### config.mk
export PLATFORM = sky130hd
export DESIGN_NAME = coreboard1588_pps_gen_flat
export DESIGN_NICKNAME = d
export VERILOG_FILES = /design/src/rtl/coreboard1588_pps_gen_if.sv /design/src/rtl/coreboard1588_pps_gen.sv /design/src/flat_wrapper.sv
export SDC_FILE = /design/constraint.sdc
export NUM_CORES = 1
export LEC_CHECK = 0
export BUFFER_PORTS_ARGS = -buffer_cell sky130_fd_sc_hd__buf_2
export CAP_MARGIN = 20
export CELL_PAD_IN_SITES_DETAIL_PLACEMENT = 0
export CELL_PAD_IN_SITES_GLOBAL_PLACEMENT = 1
export CORE_MARGIN = 1.5
export CORE_UTILIZATION = 40
export DETAILED_ROUTE_END_ITERATION = 12
export HOLD_SLACK_MARGIN = 0.15
export PLACE_DENSITY_LB_ADDON = 0.08
export SLEW_MARGIN = 20
export SYNTH_ARGS = -nofsm -noshare
export SYNTH_HDL_FRONTEND = slang
export SYNTH_SLANG_ARGS = --single-unit
export TNS_END_PERCENT = 50
### constraint.sdc
create_clock -name clk -period 9.9 [get_ports clk]
set_input_delay 1.98 -clock clk [delete_from_list [all_inputs] [get_ports clk]]
set_output_delay 1.98 -clock clk [all_outputs]
set_load 0.005 [all_outputs]
### src/rtl/coreboard1588_pps_gen_if.sv
// RTC / register-block bundle for the timed-pulse transmitter.
// The master side is the register block plus RTC; the slave side is the pulse generator.
interface coreboard1588_pps_gen_if #(
    parameter int unsigned C_CNT_WIDTH = 32
);
    logic [31:0]            rtc_second;
    logic [31:0]            rtc_nanosecond;
    logic                   ctrl_pps_enable;
    logic [C_CNT_WIDTH-1:0] ctrl_pps_width;
    logic                   ctrl_arm;
    logic                   ctrl_abort;
    logic [31:0]            ctrl_start_second;
    logic [31:0]            ctrl_start_nanosecond;
    logic [C_CNT_WIDTH-1:0] ctrl_high_cycles;
    logic [C_CNT_WIDTH-1:0] ctrl_period_cycles;
    logic [C_CNT_WIDTH-1:0] ctrl_pulse_count;
    logic                   pps_out;
    logic                   trig_out;
    logic                   stat_busy;
    logic                   stat_late;
    logic                   stat_done;

    modport master (
        output rtc_second, rtc_nanosecond,
        output ctrl_pps_enable, ctrl_pps_width,
        output ctrl_arm, ctrl_abort,
        output ctrl_start_second, ctrl_start_nanosecond,
        output ctrl_high_cycles, ctrl_period_cycles, ctrl_pulse_count,
        input  pps_out, trig_out, stat_busy, stat_late, stat_done
    );

    modport slave (
        input  rtc_second, rtc_nanosecond,
        input  ctrl_pps_enable, ctrl_pps_width,
        input  ctrl_arm, ctrl_abort,
        input  ctrl_start_second, ctrl_start_nanosecond,
        input  ctrl_high_cycles, ctrl_period_cycles, ctrl_pulse_count,
        output pps_out, trig_out, stat_busy, stat_late, stat_done
    );
endinterface

### src/rtl/coreboard1588_pps_gen.sv
// Timed-pulse transmitter: PPS aligned to RTC second rollovers plus a
// programmable pulse train launched at an armed absolute RTC time.
module coreboard1588_pps_gen #(
    parameter int unsigned C_CNT_WIDTH         = 32,
    parameter int unsigned C_PPS_DEFAULT_WIDTH = 10000000
) (
    input  logic                    clk,
    input  logic                    rst,
    coreboard1588_pps_gen_if.slave  bus
);

    localparam int unsigned     CW        = C_CNT_WIDTH;
    localparam logic [CW-1:0]   PPS_DEF_W = CW'(C_PPS_DEFAULT_WIDTH);
    localparam logic [CW-1:0]   CNT_ONE   = CW'(1);
    localparam logic [CW-1:0]   CNT_TWO   = CW'(2);

    localparam logic [1:0] S_IDLE  = 2'd0;
    localparam logic [1:0] S_ARMED = 2'd1;
    localparam logic [1:0] S_HIGH  = 2'd2;
    localparam logic [1:0] S_LOW   = 2'd3;

    // ---------------------------------------------------------------- PPS
    logic [31:0]   prev_sec_q, prev_sec_d;
    logic          init_q, init_d;
    logic          pps_q, pps_d;
    logic [CW-1:0] pps_cnt_q, pps_cnt_d;
    logic          sec_chg_c;
    logic [CW-1:0] pps_w_c;

    // PPS next state: second change (re)starts the pulse, counter holds remaining high cycles
    always_comb begin
        prev_sec_d = bus.rtc_second;
        init_d     = 1'b1;
        pps_d      = pps_q;
        pps_cnt_d  = pps_cnt_q;
        sec_chg_c  = init_q && (bus.rtc_second != prev_sec_q);
        pps_w_c    = (bus.ctrl_pps_width == '0) ? PPS_DEF_W : bus.ctrl_pps_width;
        if (!bus.ctrl_pps_enable) begin
            pps_d     = 1'b0;
            pps_cnt_d = '0;
        end else if (sec_chg_c) begin
            pps_d     = 1'b1;
            pps_cnt_d = pps_w_c - CNT_ONE;
        end else if (pps_q) begin
            if (pps_cnt_q == '0) begin
                pps_d = 1'b0;
            end else begin
                pps_cnt_d = pps_cnt_q - CNT_ONE;
            end
        end
    end

    // PPS registers; the first post-reset cycle only primes prev_sec
    always_ff @(posedge clk or posedge rst) begin
        if (rst) begin
            prev_sec_q <= '0;
            init_q     <= 1'b0;
            pps_q      <= 1'b0;
            pps_cnt_q  <= '0;
        end else begin
            prev_sec_q <= prev_sec_d;
            init_q     <= init_d;
            pps_q      <= pps_d;
            pps_cnt_q  <= pps_cnt_d;
        end
    end

    // -------------------------------------------------------------- train
    logic [1:0]    state_q, state_d;
    logic [31:0]   start_sec_q, start_sec_d;
    logic [31:0]   start_ns_q, start_ns_d;
    logic [CW-1:0] per_q, per_d;
    logic [CW-1:0] high_q, high_d;
    logic [CW-1:0] num_q, num_d;
    logic [CW-1:0] rem_q, rem_d;
    logic [CW-1:0] cnt_q, cnt_d;
    logic          first_q, first_d;
    logic          trig_q, trig_d;
    logic          busy_q, busy_d;
    logic          late_q, late_d;
    logic          done_q, done_d;
    logic [CW-1:0] eff_per_c;
    logic [CW-1:0] eff_high_c;
    logic          match_c;
    logic          past_c;

    // Effective period/high time from the live control fields (latched on arm)
    always_comb begin
        eff_per_c = (bus.ctrl_period_cycles < CNT_TWO) ? CNT_TWO : bus.ctrl_period_cycles;
        if (bus.ctrl_high_cycles == '0) begin
            eff_high_c = CNT_ONE;
        end else if (bus.ctrl_high_cycles > (eff_per_c - CNT_ONE)) begin
            eff_high_c = eff_per_c - CNT_ONE;
        end else begin
            eff_high_c = bus.ctrl_high_cycles;
        end
    end

    // Unsigned RTC-vs-start compare; past_c distinguishes a strictly late start
    always_comb begin
        match_c = (bus.rtc_second > start_sec_q) ||
                  ((bus.rtc_second == start_sec_q) && (bus.rtc_nanosecond >= start_ns_q));
        past_c  = (bus.rtc_second > start_sec_q) ||
                  ((bus.rtc_second == start_sec_q) && (bus.rtc_nanosecond > start_ns_q));
    end

    // Train FSM next state and registered outputs
    always_comb begin
        state_d     = state_q;
        start_sec_d = start_sec_q;
        start_ns_d  = start_ns_q;
        per_d       = per_q;
        high_d      = high_q;
        num_d       = num_q;
        rem_d       = rem_q;
        cnt_d       = cnt_q;
        first_d     = first_q;
        trig_d      = trig_q;
        late_d      = late_q;
        done_d      = 1'b0;

        case (state_q)
            S_IDLE: begin
                trig_d = 1'b0;
                if (bus.ctrl_arm) begin
                    start_sec_d = bus.ctrl_start_second;
                    start_ns_d  = bus.ctrl_start_nanosecond;
                    per_d       = eff_per_c;
                    high_d      = eff_high_c;
                    num_d       = bus.ctrl_pulse_count;
                    rem_d       = bus.ctrl_pulse_count;
                    late_d      = 1'b0;
                    first_d     = 1'b1;
                    state_d     = S_ARMED;
                end
            end
            S_ARMED: begin
                first_d = 1'b0;
                if (match_c) begin
                    state_d = S_HIGH;
                    trig_d  = 1'b1;
                    cnt_d   = high_q - CNT_ONE;
                    if (first_q && past_c) begin
                        late_d = 1'b1;
                    end
                end
            end
            S_HIGH: begin
                if (cnt_q == '0) begin
                    state_d = S_LOW;
                    trig_d  = 1'b0;
                    cnt_d   = per_q - high_q - CNT_ONE;
                end else begin
                    cnt_d = cnt_q - CNT_ONE;
                end
            end
            S_LOW: begin
                if (cnt_q == '0) begin
                    if ((num_q != '0) && (rem_q == CNT_ONE)) begin
                        state_d = S_IDLE;
                        rem_d   = '0;
                        done_d  = 1'b1;
                    end else begin
                        state_d = S_HIGH;
                        trig_d  = 1'b1;
                        cnt_d   = high_q - CNT_ONE;
                        if (num_q != '0) begin
                            rem_d = rem_q - CNT_ONE;
                        end
                    end
                end else begin
                    cnt_d = cnt_q - CNT_ONE;
                end
            end
            default: begin
                state_d = S_IDLE;
                trig_d  = 1'b0;
            end
        endcase

        // Abort overrides everything that happens in a busy state, including a late flag
        if ((state_q != S_IDLE) && bus.ctrl_abort) begin
            state_d = S_IDLE;
            trig_d  = 1'b0;
            cnt_d   = '0;
            late_d  = late_q;
            done_d  = 1'b1;
        end

        busy_d = (state_d != S_IDLE);
    end

    // Train registers; async reset drops the outputs without a done pulse
    always_ff @(posedge clk or posedge rst) begin
        if (rst) begin
            state_q     <= S_IDLE;
            start_sec_q <= '0;
            start_ns_q  <= '0;
            per_q       <= '0;
            high_q      <= '0;
            num_q       <= '0;
            rem_q       <= '0;
            cnt_q       <= '0;
            first_q     <= 1'b0;
            trig_q      <= 1'b0;
            busy_q      <= 1'b0;
            late_q      <= 1'b0;
            done_q      <= 1'b0;
        end else begin
            state_q     <= state_d;
            start_sec_q <= start_sec_d;
            start_ns_q  <= start_ns_d;
            per_q       <= per_d;
            high_q      <= high_d;
            num_q       <= num_d;
            rem_q       <= rem_d;
            cnt_q       <= cnt_d;
            first_q     <= first_d;
            trig_q      <= trig_d;
            busy_q      <= busy_d;
            late_q      <= late_d;
            done_q      <= done_d;
        end
    end

    assign bus.pps_out   = pps_q;
    assign bus.trig_out  = trig_q;
    assign bus.stat_busy = busy_q;
    assign bus.stat_late = late_q;
    assign bus.stat_done = done_q;

endmodule

### src/flat_wrapper.sv
// flat-port wrapper written by rule: the top's interface ports become plain ports
module coreboard1588_pps_gen_flat 
#(
    parameter int unsigned C_CNT_WIDTH         = 32,
    parameter int unsigned C_PPS_DEFAULT_WIDTH = 10000000
)
  (clk, rst, bus_rtc_second, bus_rtc_nanosecond, bus_ctrl_pps_enable, bus_ctrl_pps_width, bus_ctrl_arm, bus_ctrl_abort, bus_ctrl_start_second, bus_ctrl_start_nanosecond, bus_ctrl_high_cycles, bus_ctrl_period_cycles, bus_ctrl_pulse_count, bus_pps_out, bus_trig_out, bus_stat_busy, bus_stat_late, bus_stat_done);
  coreboard1588_pps_gen_if #(.C_CNT_WIDTH(C_CNT_WIDTH)) bus_i ();
  input  logic clk;
  input  logic rst;
  input wire logic [$bits(bus_i.rtc_second)-1:0] bus_rtc_second;
  input wire logic [$bits(bus_i.rtc_nanosecond)-1:0] bus_rtc_nanosecond;
  input wire logic [$bits(bus_i.ctrl_pps_enable)-1:0] bus_ctrl_pps_enable;
  input wire logic [$bits(bus_i.ctrl_pps_width)-1:0] bus_ctrl_pps_width;
  input wire logic [$bits(bus_i.ctrl_arm)-1:0] bus_ctrl_arm;
  input wire logic [$bits(bus_i.ctrl_abort)-1:0] bus_ctrl_abort;
  input wire logic [$bits(bus_i.ctrl_start_second)-1:0] bus_ctrl_start_second;
  input wire logic [$bits(bus_i.ctrl_start_nanosecond)-1:0] bus_ctrl_start_nanosecond;
  input wire logic [$bits(bus_i.ctrl_high_cycles)-1:0] bus_ctrl_high_cycles;
  input wire logic [$bits(bus_i.ctrl_period_cycles)-1:0] bus_ctrl_period_cycles;
  input wire logic [$bits(bus_i.ctrl_pulse_count)-1:0] bus_ctrl_pulse_count;
  output wire logic [$bits(bus_i.pps_out)-1:0] bus_pps_out;
  output wire logic [$bits(bus_i.trig_out)-1:0] bus_trig_out;
  output wire logic [$bits(bus_i.stat_busy)-1:0] bus_stat_busy;
  output wire logic [$bits(bus_i.stat_late)-1:0] bus_stat_late;
  output wire logic [$bits(bus_i.stat_done)-1:0] bus_stat_done;
  assign bus_i.rtc_second = bus_rtc_second;
  assign bus_i.rtc_nanosecond = bus_rtc_nanosecond;
  assign bus_i.ctrl_pps_enable = bus_ctrl_pps_enable;
  assign bus_i.ctrl_pps_width = bus_ctrl_pps_width;
  assign bus_i.ctrl_arm = bus_ctrl_arm;
  assign bus_i.ctrl_abort = bus_ctrl_abort;
  assign bus_i.ctrl_start_second = bus_ctrl_start_second;
  assign bus_i.ctrl_start_nanosecond = bus_ctrl_start_nanosecond;
  assign bus_i.ctrl_high_cycles = bus_ctrl_high_cycles;
  assign bus_i.ctrl_period_cycles = bus_ctrl_period_cycles;
  assign bus_i.ctrl_pulse_count = bus_ctrl_pulse_count;
  assign bus_pps_out = bus_i.pps_out;
  assign bus_trig_out = bus_i.trig_out;
  assign bus_stat_busy = bus_i.stat_busy;
  assign bus_stat_late = bus_i.stat_late;
  assign bus_stat_done = bus_i.stat_done;
  coreboard1588_pps_gen #(.C_CNT_WIDTH(C_CNT_WIDTH), .C_PPS_DEFAULT_WIDTH(C_PPS_DEFAULT_WIDTH)) u_core (.clk(clk), .rst(rst), .bus(bus_i));
endmodule
# Word level (Yosys, flattened, before mapping)
# Cells that the tools add are included.
word_totals:
  in_bits: 261
  ff_bits: 297
classes:
  mux: 46
  n_reduce_logical: 26
  n_bitwise: 1
  n_addsub: 8
  n_lt_le_gt_ge: 5
  eq_ne: 18
op_table:
  columns: ["op", "n"]
  rows:
  - ["2-to-1 mux 32 bit", 17]
  - ["subtractor 32 x 1 -> 32 bit, second input constant", 7]
  - ["zero test 32 bit", 4]
  - ["greater-than comparator 32 bit", 3]
  - ["case mux 32 bit (3 select lines)", 1]
  - ["case mux 32 bit (2 select lines)", 1]
  - ["equality test 32 x 1 -> 1 bit, second input constant", 1]
  - ["equality test 32 bit", 1]
  - [">= comparator 32 bit", 1]
  - ["less-than comparator 32 x 2 -> 1 bit, second input constant", 1]
  - ["!= test 32 bit", 1]
  - ["nonzero test 32 bit", 1]
  - ["subtractor 32 bit", 1]
  - ["2-to-1 mux 1 bit", 17]
  - ["!= test 3 x 1 -> 1 bit, second input constant", 5]
  - ["2-to-1 mux 2 bit", 6]
  - ["case mux 2 bit (4 select lines)", 1]
  - ["AND reduction 4 bit", 2]
  - ["nonzero test 2 bit", 4]
  - ["logical AND 1 bit", 6]
  - ["!= test 2 x 1 -> 1 bit, second input constant", 3]
  - ["AND reduction 2 bit", 3]
  - ["AND reduction 5 bit", 1]
  - ["equality test 2 bit, second input constant", 2]
  - ["other kinds (12)", 14]

# Logic depth before layout (Yosys ltp)
depth:
  depth_word: 7
  depth_mapped: 25

# Worst setup path before layout
# Ideal clock, no wire load.
synth_timing:
  kind: "input to register"
  start: "input port bus_ctrl_period_cycles[24]"
  end: "register u_core.high_q[2]"
  n_path_buf: 2
  cell_stages: 23
  slack_ns: 2.444
  t_arrival_ns: 7.373
  t_required_ns: 9.817
  path_cell_list: "or4_1 nor3_1 nand4_1 o31ai_1 ha_1 nand2b_1 or4_1 or3_1 nor2_1 nand2_1 nor3_1 xnor2_1 ha_1 a21o_1 a21oi_1 o211ai_1 a221oi_1 nand3_1 o21ai_0 clkbuf_1 clkbuf_1 mux2_2 o22ai_1"
synth_between:
  elab_chain_cells: 6
synth_lines:
  columns: ["item", "line_no", "source"]
  rows:
  - ["start, declared", "flat_wrapper.sv:20", "input wire logic [$bits(bus_i.ctrl_period_cycles)-1:0] bus_ctrl_period_cycles;"]
  - ["less-than comparator 32 x 2 -> 1 bit", "coreboard1588_pps_gen.sv:89", "eff_per_c = (bus.ctrl_period_cycles < CNT_TWO) ? CNT_TWO : bus.ctrl_period_cycles;"]
  - ["2-to-1 mux 32 bit (*)", "coreboard1588_pps_gen.sv:89", null]
  - ["subtractor 32 x 1 -> 32 bit (*)", "coreboard1588_pps_gen.sv:92, coreboard1588_pps_gen.sv:93", null]
  - ["greater-than comparator 32 bit", "coreboard1588_pps_gen.sv:92", "end else if (bus.ctrl_high_cycles > (eff_per_c - CNT_ONE)) begin"]
  - ["2-to-1 mux 32 bit (*)", "coreboard1588_pps_gen.sv:92", null]
  - ["2-to-1 mux 32 bit (*)", "coreboard1588_pps_gen.sv:90", "if (bus.ctrl_high_cycles == '0) begin"]
  - ["end signal, assigned", "coreboard1588_pps_gen.sv:214", "high_q <= high_d;"]
  - ["end, declared", "coreboard1588_pps_gen.sv:73", "logic [CW-1:0] high_q, high_d;"]
# Mark *: on every way between the ends. The rest lies on a longest branch, timed or not.
# A chain may end at the register's enable or synchronous reset.

# Worst setup path after layout
layout_timing:
  start: "input port bus_ctrl_period_cycles[16]"
  end: "register u_core.high_q[4]"
# The elaborated chain is that of the path after synthesis.

==> metrics.txt <==
clock sink total a little under 300; Port Buf Inserts ~270; Worst path slowest cell or4_1; TritonCTS clock tree yes; hold crit path type register to register; Syn Nets ~2700; kind of critical path input port to register; Max VDD drop between 100 and 150 uV; first-pass GRT wire length roughly 96000 um; simple-gate share of the synthesized area 0.211; CP Launch Type input port; Layout fillers 4911; Initial Util 0.403; Buffers & Inverters on Critical Path 3; RSZ-0062 raised after global routing false; Placed Area about 22000 um^2; CP required about 10 ns; layout cells sized above 1 0.158; Area contributors post-synth dfrtp_1 38%, ha_1 8.5%, nand2_1 7.3%; Final Critical Period about 7.7 ns; hold slack ~0.48 ns; GR Util met2 0.370; Flop pwr share 0.312; clock power share 0.227; placer congestion estimate 0.874; per-cell routed wire length 18.6 um; Core Area 48700 um^2; vias in the first global route 17200; Register Area between 7000 and 8000 um^2; H-tree levels 2; Finished Layout Cells 3252; Post-Syn Area a little under 20000 um^2; 1st-iter DRT viols ~1200; post-synthesis sequential area ratio 0.378; # resized after CTS 0; post-synthesis area per instance about 8.5 um^2; met3 Resource Use GR 0.0328; Final Slew Violations 0; dominant cell type by area after synthesis dfrtp_1; initial antenna violation count 2; drt drc 0; async set-reset flop share out of synthesis 1.00; DP Cell Count ~3200; Detail Route Antenna Nets 0; Final Hold Vio Count 0; clock skew a little over 0.02 ns; Yosys cell types 80; Synth Area in Compound Gates 0.172; Max-slew headroom 0.361; area of the multi-input gates 11400 um^2; Die ar. a little over 50000 um^2; WP data arrival between 8 and 9 ns; Critical Path, Cell by Cell buf_2 > or4_1 > nor3_1 > nand4_1 > buf_4 > o31ai_1 > ha_1 > nand2b_1 > or4_1 > or3_1 > nor2_1 > nand2_1 > nor2_1 > xnor2_1 > ha_1 > nand4_1 > nor2_1 > nand2_1 > nor3_1 > nand3_1 > o21ai_4 > buf_4 > mux2_2 > o22ai_1; Switching Share 0.420; design area approximately 23000 um^2; Final Util 0.473; final worst-path cycle share 0.774; Synth Register Bits 297; final setup vio count 0; gr usage total 0.239; setup bufs post-CTS 0; CP top delay family simple AND/OR/NAND/NOR gates; Pwr Density between 200 and 300 nW/um^2; Tightest Pin Transition between 0.9 and 1 ns; Yosys Warn Count 0; Pint 0.00374 W; Worst-path clk slew 0.06 ns; Max Buffers Root-to-Sink 3; area delta synth->final 17.3%; clk root buf clkbuf_16; Vias about 18000; worst skew pair latency 0.55 ns; Post-synth EDFFs 0; Setup TNS 0 ns; CP endpoint kind register; CP max stage delay between 0.6 and 0.7 ns; total CTS buffers 39; hold_buf cts 0; prevailing post-synth register cell dfrtp_1; leak pwr about 10 nW; post-synthesis xor/xnor area fraction 0.0824; Fmax about 0.13 GHz; Pre-antenna DRT Iters 5; share of the synthesized area in the top cell type 0.378; die width 225 um; largest family of logic cells by synthesized area simple AND/OR/NAND/NOR gates; largest net degree at the start of global routing roughly 160; M1 GR Usage 0.350; Post-Synth Adder-Cell Area 0.0863; Vias/cell ~5.5; crit path max fanout 38; status finished clean; Sw Pwr approximately 0.0027 W; most used cell, CP nor2_1; combinational power share 0.461; mux cell area share after synthesis 0.0218; post-DP HPWL approximately 46000 um; busiest grt layer met2; Ports about 270; Nets approximately 3000; global route overflow 0; row count 81; height of the die roughly 220 um; final WL between 60000 and 70000 um; Cells after Synth between 2000 and 2500; max_cap viols 0
-- worst reg2reg max path: cells and delay by family (launching register included) --
| family | cells | cell delay, ns |
|---|---|---|
| buf+inv | 1 | 0.54 |
| fa+ha+maj | 1 | 0.27 |
| flops | 1 | 0.37 |
| compound gates | 4 | 0.74 |
| mux | 2 | 0.74 |
| simple gates | 6 | 1.84 |
| xor+xnor | 2 | 0.32 |
-- layout make-up --
| class | count | area share |
|---|---|---|
| clock buffers | 53 | 0.0472 |
| well taps | 664 | 0.0360 |
| inverters | 156 | 0.0255 |
| clock inverters | 15 | 0.00933 |
| flip-flops and latches | 297 | 0.322 |
| diodes | 1 | 0.000108 |
| multi-input cells | 1776 | 0.493 |
| repair buffers | 290 | 0.0670 |
-- cell families after synthesis --
family	after synthesis
compound gates	539
buf+inv	250
simple gates	878
xor+xnor	185
flops	297
other cells	1
fa+ha+maj	135
mux	38
-- per-stage QoR --
step | total power, W | worst slack (ns)
after floorplan | 0.00415 | 2.44
after global placement | 0.00494 | 1.82
after detailed placement | 0.00499 | 1.71
after CTS | 0.00649 | 2.27
after global routing | 0.00700 | 1.65
final | 0.00645 | 2.24
-- cells in the final DEF (no fill, tap or decap), types with 35 or more instances in the layout --
| cell type | count |
|---|---|
| xnor2_1 | 87 |
| xor2_1 | 98 |
| clkbuf_16 | 39 |
| nand4_1 | 35 |
| nor2_1 | 143 |
| nand3_1 | 43 |
| o22ai_1 | 38 |
| buf_2 | 265 |
| dfrtp_1 | 297 |
| ha_1 | 134 |
| nor3_1 | 72 |
| nand2_1 | 380 |
| nor4_1 | 73 |
| o21ai_0 | 191 |
| inv_1 | 152 |
| a21oi_1 | 99 |
-- sequential cells by signal, summed over array words and instances (netlist names), 2 cells and up --
register / cells
u_core.rem_q: 32
u_core.per_q: 32
u_core.start_ns_q: 32
u_core.pps_cnt_q: 32
u_core.high_q: 32
u_core.cnt_q: 32
u_core.state_q: 2
u_core.prev_sec_q: 32
u_core.start_sec_q: 32
u_core.num_q: 32
-- final timing paths --
kind,from,endpoint,slack (ns),depth (start not counted)
setup reg to reg,u_core.prev_sec_q[18]$_DFF_PP0_,u_core.pps_cnt_q[18]$_DFFE_PP0P_,4.94,16
hold reg to reg,u_core.num_q[25]$_DFFE_PP0P_,u_core.num_q[25]$_DFFE_PP0P_,0.48,2
max in group asynchronous,rst,u_core.per_q[1]$_DFFE_PP0P_,6.79,4
min in group asynchronous,rst,u_core.pps_cnt_q[28]$_DFFE_PP0P_,1.69,3
hold / removal,u_core.num_q[25]$_DFFE_PP0P_,u_core.num_q[25]$_DFFE_PP0P_,0.48,2
setup / recovery,bus_ctrl_period_cycles[16],u_core.high_q[4]$_DFFE_PP0P_,2.24,24
-- routing by layer --
| layer | vias up | share of wire |
|---|---|---|
| met5 | - | 0.00018 |
| met2 | 420 | 0.44 |
| met4 | 2 | 0.023 |
| met3 | 73 | 0.045 |
| met1 | 8477 | 0.49 |
| li1 | 8763 | - |
-- Yosys cell counts, types with 5 or more instances --
cell and n:
o211ai_1 11, o41ai_1 6, nor2_1 143, mux2_2 28, mux2i_1 9, a21oi_1 99, nand3_1 43, o22ai_1 38
o21bai_1 5, and3_1 14, o21ai_1 5, clkbuf_1 80, buf_1 5, nand2_1 381, or2_2 5, or4_1 18
o21ai_0 193, xor2_1 98, or3_1 24, nor3_1 73, nor3b_1 10, o21a_1 6, buf_2 9, nand2b_1 9
o311ai_0 6, a22o_1 8, a22oi_1 13, a31oi_1 15, and2_1 7, a211oi_1 25, nor2b_1 14, dfrtp_1 297
o31ai_1 22, inv_1 153, nor4_1 74, a221oi_1 5, a221o_1 6, a32o_1 12, ha_1 134, xnor2_1 87
a32oi_1 17, nand4_1 35, a21o_1 19
-- power groups by stage --
stage | sequential (W) | combinational [W] | clock (W)
floorplan | 0.00192 | 0.00223 | 0
global placement | 0.00202 | 0.00292 | 0
detailed placement | 0.00203 | 0.00296 | 0
CTS | 0.00201 | 0.00298 | 0.00150
global route | 0.00207 | 0.00338 | 0.00155
finish | 0.00201 | 0.00298 | 0.00146
No activity file was read; power rests on OpenSTA's default activity.
